**src/rtl/fpv_to_twos_seq_if.sv**
```systemverilog
// Handshake bundle for the FPV-to-two's-complement decoder.
// The upstream FPV word and the downstream result travel together.
interface fpv_to_twos_seq_if #(
  parameter int MANT_W = 5,
  parameter int EXP_W  = 3,
  parameter int OUT_W  = 13
);
  logic              in_valid;
  logic              in_ready;
  logic              S;
  logic [EXP_W-1:0]  E;
  logic [MANT_W-1:0] F;
  logic              out_valid;
  logic              out_ready;
  logic [OUT_W-1:0]  D;

  modport master (
    output in_valid, S, E, F, out_ready,
    input  in_ready, out_valid, D
  );

  modport slave (
    input  in_valid, S, E, F, out_ready,
    output in_ready, out_valid, D
  );
endinterface

```
**src/rtl/fpv_to_twos_seq.sv**
```systemverilog
// Sequential FPV (S,E,F) to two's-complement decoder: D = (S ? -1 : +1) * (F << E).
// Define FPV_FAST_SHIFT_EN for a single-cycle barrel shift instead of one bit per clock.
module fpv_to_twos_seq #(
  parameter int MANT_W = 5,
  parameter int EXP_W  = 3,
  parameter int OUT_W  = 13
) (
  input  logic                clk,
  input  logic                rst_n,
  fpv_to_twos_seq_if.slave    bus
);
  typedef enum logic [1:0] {IDLE, SHIFT, SIGN, HOLD} state_t;

  localparam logic [EXP_W-1:0] CNT_ONE = {{(EXP_W-1){1'b0}}, 1'b1};
  localparam logic [OUT_W-1:0] OUT_ONE = {{(OUT_W-1){1'b0}}, 1'b1};

  state_t             state_q, state_d;
  logic [OUT_W-1:0]   mag_q, mag_d;
  logic [EXP_W-1:0]   cnt_q, cnt_d;
  logic               sgn_q, sgn_d;
  logic [OUT_W-1:0]   d_q, d_d;
  logic               in_ready_q, in_ready_d;
  logic               out_valid_q, out_valid_d;

  always_comb begin
    state_d     = state_q;
    mag_d       = mag_q;
    cnt_d       = cnt_q;
    sgn_d       = sgn_q;
    d_d         = d_q;
    in_ready_d  = in_ready_q;
    out_valid_d = out_valid_q;
    case (state_q)
      IDLE: begin
        if (bus.in_valid && in_ready_q) begin
          mag_d      = {{(OUT_W-MANT_W){1'b0}}, bus.F};
          cnt_d      = bus.E;
          sgn_d      = bus.S;
          in_ready_d = 1'b0;
          state_d    = SHIFT;
        end
      end
      SHIFT: begin
`ifdef FPV_FAST_SHIFT_EN
        mag_d   = mag_q << cnt_q;
        cnt_d   = '0;
        state_d = SIGN;
`else
        // The final SHIFT cycle (cnt==0) only advances the state, giving E+1 cycles here.
        if (cnt_q != '0) begin
          mag_d = mag_q << 1;
          cnt_d = cnt_q - CNT_ONE;
        end else begin
          state_d = SIGN;
        end
`endif
      end
      SIGN: begin
        d_d         = sgn_q ? (~mag_q + OUT_ONE) : mag_q;
        out_valid_d = 1'b1;
        state_d     = HOLD;
      end
      HOLD: begin
        if (out_valid_q && bus.out_ready) begin
          out_valid_d = 1'b0;
          in_ready_d  = 1'b1;
          state_d     = IDLE;
        end
      end
      default: begin
        state_d     = IDLE;
        in_ready_d  = 1'b1;
        out_valid_d = 1'b0;
      end
    endcase
  end

  always_ff @(posedge clk or negedge rst_n) begin
    if (!rst_n) begin
      state_q     <= IDLE;
      mag_q       <= '0;
      cnt_q       <= '0;
      sgn_q       <= 1'b0;
      d_q         <= '0;
      in_ready_q  <= 1'b1;
      out_valid_q <= 1'b0;
    end else begin
      state_q     <= state_d;
      mag_q       <= mag_d;
      cnt_q       <= cnt_d;
      sgn_q       <= sgn_d;
      d_q         <= d_d;
      in_ready_q  <= in_ready_d;
      out_valid_q <= out_valid_d;
    end
  end

  assign bus.in_ready  = in_ready_q;
  assign bus.out_valid = out_valid_q;
  assign bus.D         = d_q;
endmodule

```
**src/flat_wrapper.sv**
```systemverilog
// flat-port wrapper written by rule: the top's interface ports become plain ports
module fpv_to_twos_seq_flat 
#(
  parameter int MANT_W = 5,
  parameter int EXP_W  = 3,
  parameter int OUT_W  = 13
)
  (clk, rst_n, bus_in_valid, bus_S, bus_E, bus_F, bus_out_ready, bus_in_ready, bus_out_valid, bus_D);
  fpv_to_twos_seq_if #(.MANT_W(MANT_W), .EXP_W(EXP_W), .OUT_W(OUT_W)) bus_i ();
  input  logic clk;
  input  logic rst_n;
  input wire logic [$bits(bus_i.in_valid)-1:0] bus_in_valid;
  input wire logic [$bits(bus_i.S)-1:0] bus_S;
  input wire logic [$bits(bus_i.E)-1:0] bus_E;
  input wire logic [$bits(bus_i.F)-1:0] bus_F;
  input wire logic [$bits(bus_i.out_ready)-1:0] bus_out_ready;
  output wire logic [$bits(bus_i.in_ready)-1:0] bus_in_ready;
  output wire logic [$bits(bus_i.out_valid)-1:0] bus_out_valid;
  output wire logic [$bits(bus_i.D)-1:0] bus_D;
  assign bus_i.in_valid = bus_in_valid;
  assign bus_i.S = bus_S;
  assign bus_i.E = bus_E;
  assign bus_i.F = bus_F;
  assign bus_i.out_ready = bus_out_ready;
  assign bus_in_ready = bus_i.in_ready;
  assign bus_out_valid = bus_i.out_valid;
  assign bus_D = bus_i.D;
  fpv_to_twos_seq #(.MANT_W(MANT_W), .EXP_W(EXP_W), .OUT_W(OUT_W)) u_core (.clk(clk), .rst_n(rst_n), .bus(bus_i));
endmodule
```
**config.mk**
```make
export PLATFORM = sky130hd
export DESIGN_NAME = fpv_to_twos_seq_flat
export DESIGN_NICKNAME = d
export VERILOG_FILES = /design/src/rtl/fpv_to_twos_seq_if.sv /design/src/rtl/fpv_to_twos_seq.sv /design/src/flat_wrapper.sv
export SDC_FILE = /design/constraint.sdc
export NUM_CORES = 1
export LEC_CHECK = 0
export BUFFER_PORTS_ARGS = -buffer_cell sky130_fd_sc_hd__buf_2
export CAP_MARGIN = 0
export CORE_MARGIN = 8
export CORE_UTILIZATION = 40
export DETAILED_ROUTE_END_ITERATION = 10
export SYNTH_ARGS = -nofsm -noshare
export SYNTH_HDL_FRONTEND = slang
export SYNTH_SLANG_ARGS = --single-unit
```
**constraint.sdc**
```tcl
create_clock -name clk -period 2.2 [get_ports clk]
set_input_delay 0.44 -clock clk [delete_from_list [all_inputs] [get_ports clk]]
set_output_delay 0.44 -clock clk [all_outputs]
set_load 0.005 [all_outputs]
```
After elaboration in Yosys (flattened, before gate mapping):

Cells that the tools add are included.

* add/subtract/negate cells: 2
* eq/ne operators: 7
* mux-type cells: 16
* bitwise operators: 1
* reduce and logical (&&, ||, !) cells: 12

Operator list (number)
* $mux W13: 3
* $pmux W13 S2: 1
* $add A13 B1 Y13 const B: 1
* $not A13 Y13: 1
* $reduce_and A3 Y1: 3
* $pmux W2 S4: 1
* $mux W2: 3
* $mux W3: 2
* $ne A2 B1 Y1 const B: 3
* $pmux W3 S2: 1
* $reduce_bool A2 Y1: 3
* $eq A2 B2 Y1 const B: 2
* $pmux W1 S2: 2
* $reduce_and A2 Y1: 2
* $mux W1: 3
* $reduce_bool A3 Y1: 1
* $sub A3 B1 Y3 const B: 1
* $eq A2 B1 Y1 const B: 1
* $logic_and A1 B1 Y1: 2
* $logic_not A2 Y1: 1
* $ne A2 B2 Y1 const B: 1

* bits in registers: 34
* output and inout bits: 15
* word-level logic and storage cells: 45

Logic depth before layout (Yosys ltp):

* word-level depth: 3
* gate-level depth with buffers: 7

Worst setup path after synthesis:

Ideal clock, no wire load.

* path kind: register to register
* from: reg u_core.state_q[0]
* to: reg u_core.mag_q[10]
* library setup time: 0.066 ns
* data arrival time: 1.752 ns
* setup slack: 0.382 ns
* stages on the path, launching flop included: 8
* path buffers: 1
* period minus slack after synthesis: 1.818 ns
* cell sequence: dfrtp_1 > inv_1 > ha_1 > a21boi_0 > a211oi_1 > clkbuf_1 > nand3_1 > nand2_1

* longest elaborated chain between the ends: 3

RTL lines
* start, declared: RTL line fpv_to_twos_seq.sv:17 `state_t state_q, state_d;`
* start signal, assigned: RTL line fpv_to_twos_seq.sv:88 `state_q <= state_d;`
* $eq A2 B1 Y1 / $logic_not A2 Y1 (equally long branches): RTL line fpv_to_twos_seq.sv:33 `case (state_q)`
* $ne A2 B1 Y1 (no source line) / $reduce_bool A2 Y1 (equally long branches)
* $reduce_and A3 Y1 (no source line)
* end signal, assigned: RTL line fpv_to_twos_seq.sv:89 `mag_q <= mag_d;`
* end, declared: RTL line fpv_to_twos_seq.sv:18 `logic [OUT_W-1:0] mag_q, mag_d;`

Several ways; a longest one is shown, not always the timed one.
A chain may end at the register's enable or synchronous reset.

Worst setup path in the final report:

* from: reg u_core.mag_q[0]
* to: reg u_core.d_q[10], in the netlist u_core.bus.D[10]

* longest elaborated chain between the ends: 3

RTL lines
* $not A13 Y13: RTL line fpv_to_twos_seq.sv:59 `d_d = sgn_q ? (~mag_q + OUT_ONE) : mag_q;`
* $add A13 B1 Y13: RTL line fpv_to_twos_seq.sv:59
* $mux W13: RTL line fpv_to_twos_seq.sv:59
* end signal, assigned: RTL line fpv_to_twos_seq.sv:84 `d_q <= '0;`
* end signal, assigned: RTL line fpv_to_twos_seq.sv:92 `d_q <= d_d;`
* end, declared: RTL line fpv_to_twos_seq.sv:21 `logic [OUT_W-1:0] d_q, d_d;`

Every way passes these cells.

==> impl_metrics.env <==
export IMPL_worstSetupEndpointType="flop"
export IMPL_tns_ns=0
export IMPL_r2r_end="u_core.bus.D[10]$_DFFE_PN0P_"
export IMPL_fill_cells=437
export IMPL_postCtsHoldBufs=0
export IMPL_vias_per_cell=4.98
export IMPL_cp_num_buf_inv=1
export IMPL_syn_area_um2=1760
export IMPL_drt_iter0_drc=113
export IMPL_status="finished clean"
export IMPL_wl_per_cell_um=13.4
export IMPL_synth_nets=201
export IMPL_io_buffers=27
export IMPL_grt_remaining_overflow=0
export IMPL_hold_viol=0
export IMPL_num_rows=24
export IMPL_worstPathCellList="inv_1 > ha_1 > or3b_2 > o31ai_1 > xor2_1 > a21oi_1"
export IMPL_htreeDepth=2
export IMPL_async_reset_ff_share_pct=100
export IMPL_cp_start_kind="flop"
export IMPL_period_minus_slack_ns=1.84
export IMPL_ant_nets=0
export IMPL_initial_core_util_pct=41.0
export IMPL_rrSetupSlack_ns=0.36
export IMPL_grt_max_degree=35
export IMPL_cts_resized=0
export IMPL_max_stage_delay_ns=0.52
export IMPL_finalPower_w=0.00116
export IMPL_ys_ff_latch=34
export IMPL_dr_wl_met3_um=243
export IMPL_diodes=0
export IMPL_track_usage_pct=11.7
export IMPL_slowest_stage="or3b_2"
export IMPL_cts_tree="yes"
export IMPL_worst_r2r_cell_count=6
export IMPL_finalCritPeriodShare_pct=83.5
export IMPL_first_global_vias=1302
export IMPL_dr_pass1_iters=5
export IMPL_clk_latency_ns=0.28
export IMPL_rsz0062_at_grt="no"
export IMPL_nets=229
export IMPL_layout_common_cells="dfrtp_1 (33), nand2_1 (28), buf_2 (27)"
export IMPL_chipHeight_um=82.3
export IMPL_io_pins=28
export IMPL_post_cts_buffers=0
export IMPL_clock_sinks=34
export IMPL_dieArea_um2=6780
export IMPL_final_common_cell="dfrtp_1"
export IMPL_cp_max_fo=6
export IMPL_synth_area_per_cell_um2=9.73
export IMPL_clk_path_buf_depth=2
export IMPL_route_top_layer_used="met4"
export IMPL_timing_slew_headroom_pct=50.0
export IMPL_antenna_found_initial=0
export IMPL_cts_buffers_inserted=5
export IMPL_synth_edf_count=0
export IMPL_drc=0
export IMPL_crit_family="simple AND/OR/NAND/NOR gates"
export IMPL_synth_area_leader_cell="dfrtp_1"
export IMPL_yosysSeqAreaShare_pct=48.4
export IMPL_maxCapViolCount=0
export IMPL_synth_area_leaders="dfrtp_1 (47%), nand2_1 (6.0%), ha_1 (5.0%)"
export IMPL_final_max_slew_viol_count=0
export IMPL_critical_path_class="reg2reg"
export IMPL_ir_drop_mv=0.273
export IMPL_synth_cells=181
export IMPL_tightest_slew_ns=0.750
export IMPL_setup_viol=0
export IMPL_grt_pass1_wl_um=6170
export IMPL_synth_top_area_share_pct=46.9
export IMPL_area_growth_pct=16.3
export IMPL_worstPathRequired_ns=2.36
export IMPL_dr_total_vias=1306
export IMPL_synth_ff_type="dfrtp_1"
export IMPL_clock_fmax_ghz=0.544
export IMPL_dp_hpwl_um=2520
export IMPL_gp_congestion=0.777
export IMPL_drive_gt1_share_pct=23.3
export IMPL_hp_class="in2async"
export IMPL_die_width_um=82.3
export IMPL_synth_cell_types=35
export IMPL_powerDensity_nw_per_um2=568
export IMPL_drt_total_wl_um=3500
export IMPL_root_buffer="clkbuf_8"
export IMPL_final_setup_skew_ns=0.00660
export IMPL_leakage_nw=1.02
export IMPL_clk_pin_slew_worst_paths_ns=0.07
export IMPL_reg2reg_from="u_core.mag_q[0]$_DFFE_PN0P_"
export IMPL_critPathArrivalTime_ns=2.00
export IMPL_wl_met2_um=1530
export IMPL_ys_warn_count=0
export IMPL_core_area_um2=4290
export IMPL_wl_met1_um=1700
logic make-up after synthesis:
| kind of cell | after synthesis | synth area share [%] |
|---|---|---|
| compound gates | 37 | 14.5 |
| xor+xnor | 10 | 4.98 |
| fa+ha+maj | 7 | 4.97 |
| buf+inv | 22 | 4.69 |
| flops | 34 | 48.4 |
| mux | 12 | 7.39 |
| simple gates | 59 | 15.1 |
state kept, by name (all words and copies together), names as in the netlist:
signal and flops:
u_core.cnt_q 3, u_core.state_q 2, u_core.bus.in_ready 1, u_core.bus.D 13, u_core.bus.out_valid 1, u_core.mag_q 13, u_core.sgn_q 1
metrics by stage:
step | hold slack, ns | setup WS (ns) | utilization [%] | instance area (um^2) | instances
6_report | 0.229 | 0.362 | 47.7 | 2050 | 262
3_5_place_dp | 0.475 | 0.368 | 45.5 | 1950 | 254
3_3_place_gp | 0.472 | 0.399 | 45.5 | 1950 | 254
4_1_cts | 0.254 | 0.343 | 47.7 | 2050 | 262
2_1_floorplan | 0.144 | 0.382 | - | 1760 | 181
5_1_grt | 0.277 | 0.187 | 47.7 | 2050 | 262
cell usage after synthesis (2+ instances only):
| cell | number |
|---|---|
| a21oi_1 | 9 |
| o31ai_1 | 4 |
| mux2_2 | 4 |
| ha_1 | 7 |
| dfrtp_1 | 33 |
| nand2_1 | 28 |
| nand3_1 | 9 |
| nor2b_1 | 2 |
| inv_1 | 12 |
| clkbuf_1 | 9 |
| nor2_1 | 13 |
| mux2i_1 | 7 |
| o21ai_0 | 13 |
| or3_1 | 2 |
| xnor2_1 | 3 |
| xor2_1 | 7 |
report_power, final:
| group | switching (W) | internal (W) |
|---|---|---|
| combinational | 0.0000305 | 0.0000195 |
| clock | 0.000221 | 0.000251 |
| sequential | 0.00000890 | 0.000632 |
| total | 0.000260 | 0.000903 |
metal layers:
layer / up-vias / GRT usage, %
li1: 672 / -
met1: 600 / 15.8
met2: 32 / 17.4
met3: 2 / 3.57
met4: 0 / 3.68
met5: - / 0
cell type report:
class	instances	area (um^2)	area share [%]
Sequential cell	34	852	41.6
Multi-Input combinational cell	125	826	40.3
Timing Repair Buffer	31	165	8.06
Clock buffer	6	82.6	4.03
Tap cell	52	65.1	3.18
Inverter	12	45.0	2.20
Clock inverter	2	12.5	0.611
worst max path at each step:
| stage | startpoint | endpoint | cells past startpoint |
|---|---|---|---|
| 3_3_place_gp | u_core.mag_q[0]$_DFFE_PN0P_ | u_core.bus.D[10]$_DFFE_PN0P_ | 6 |
| 3_5_place_dp | u_core.mag_q[0]$_DFFE_PN0P_ | u_core.bus.D[10]$_DFFE_PN0P_ | 6 |
| 2_1_floorplan | u_core.state_q[0]$_DFFE_PN0P_ | u_core.mag_q[10]$_DFFE_PN0P_ | 7 |
| 5_1_grt | u_core.mag_q[0]$_DFFE_PN0P_ | u_core.bus.D[10]$_DFFE_PN0P_ | 6 |
| 4_1_cts | u_core.mag_q[0]$_DFFE_PN0P_ | u_core.bus.D[10]$_DFFE_PN0P_ | 6 |
| 6_report | u_core.mag_q[0]$_DFFE_PN0P_ | u_core.bus.D[10]$_DFFE_PN0P_ | 6 |
Note: power is estimated with default switching activity, not from simulation.
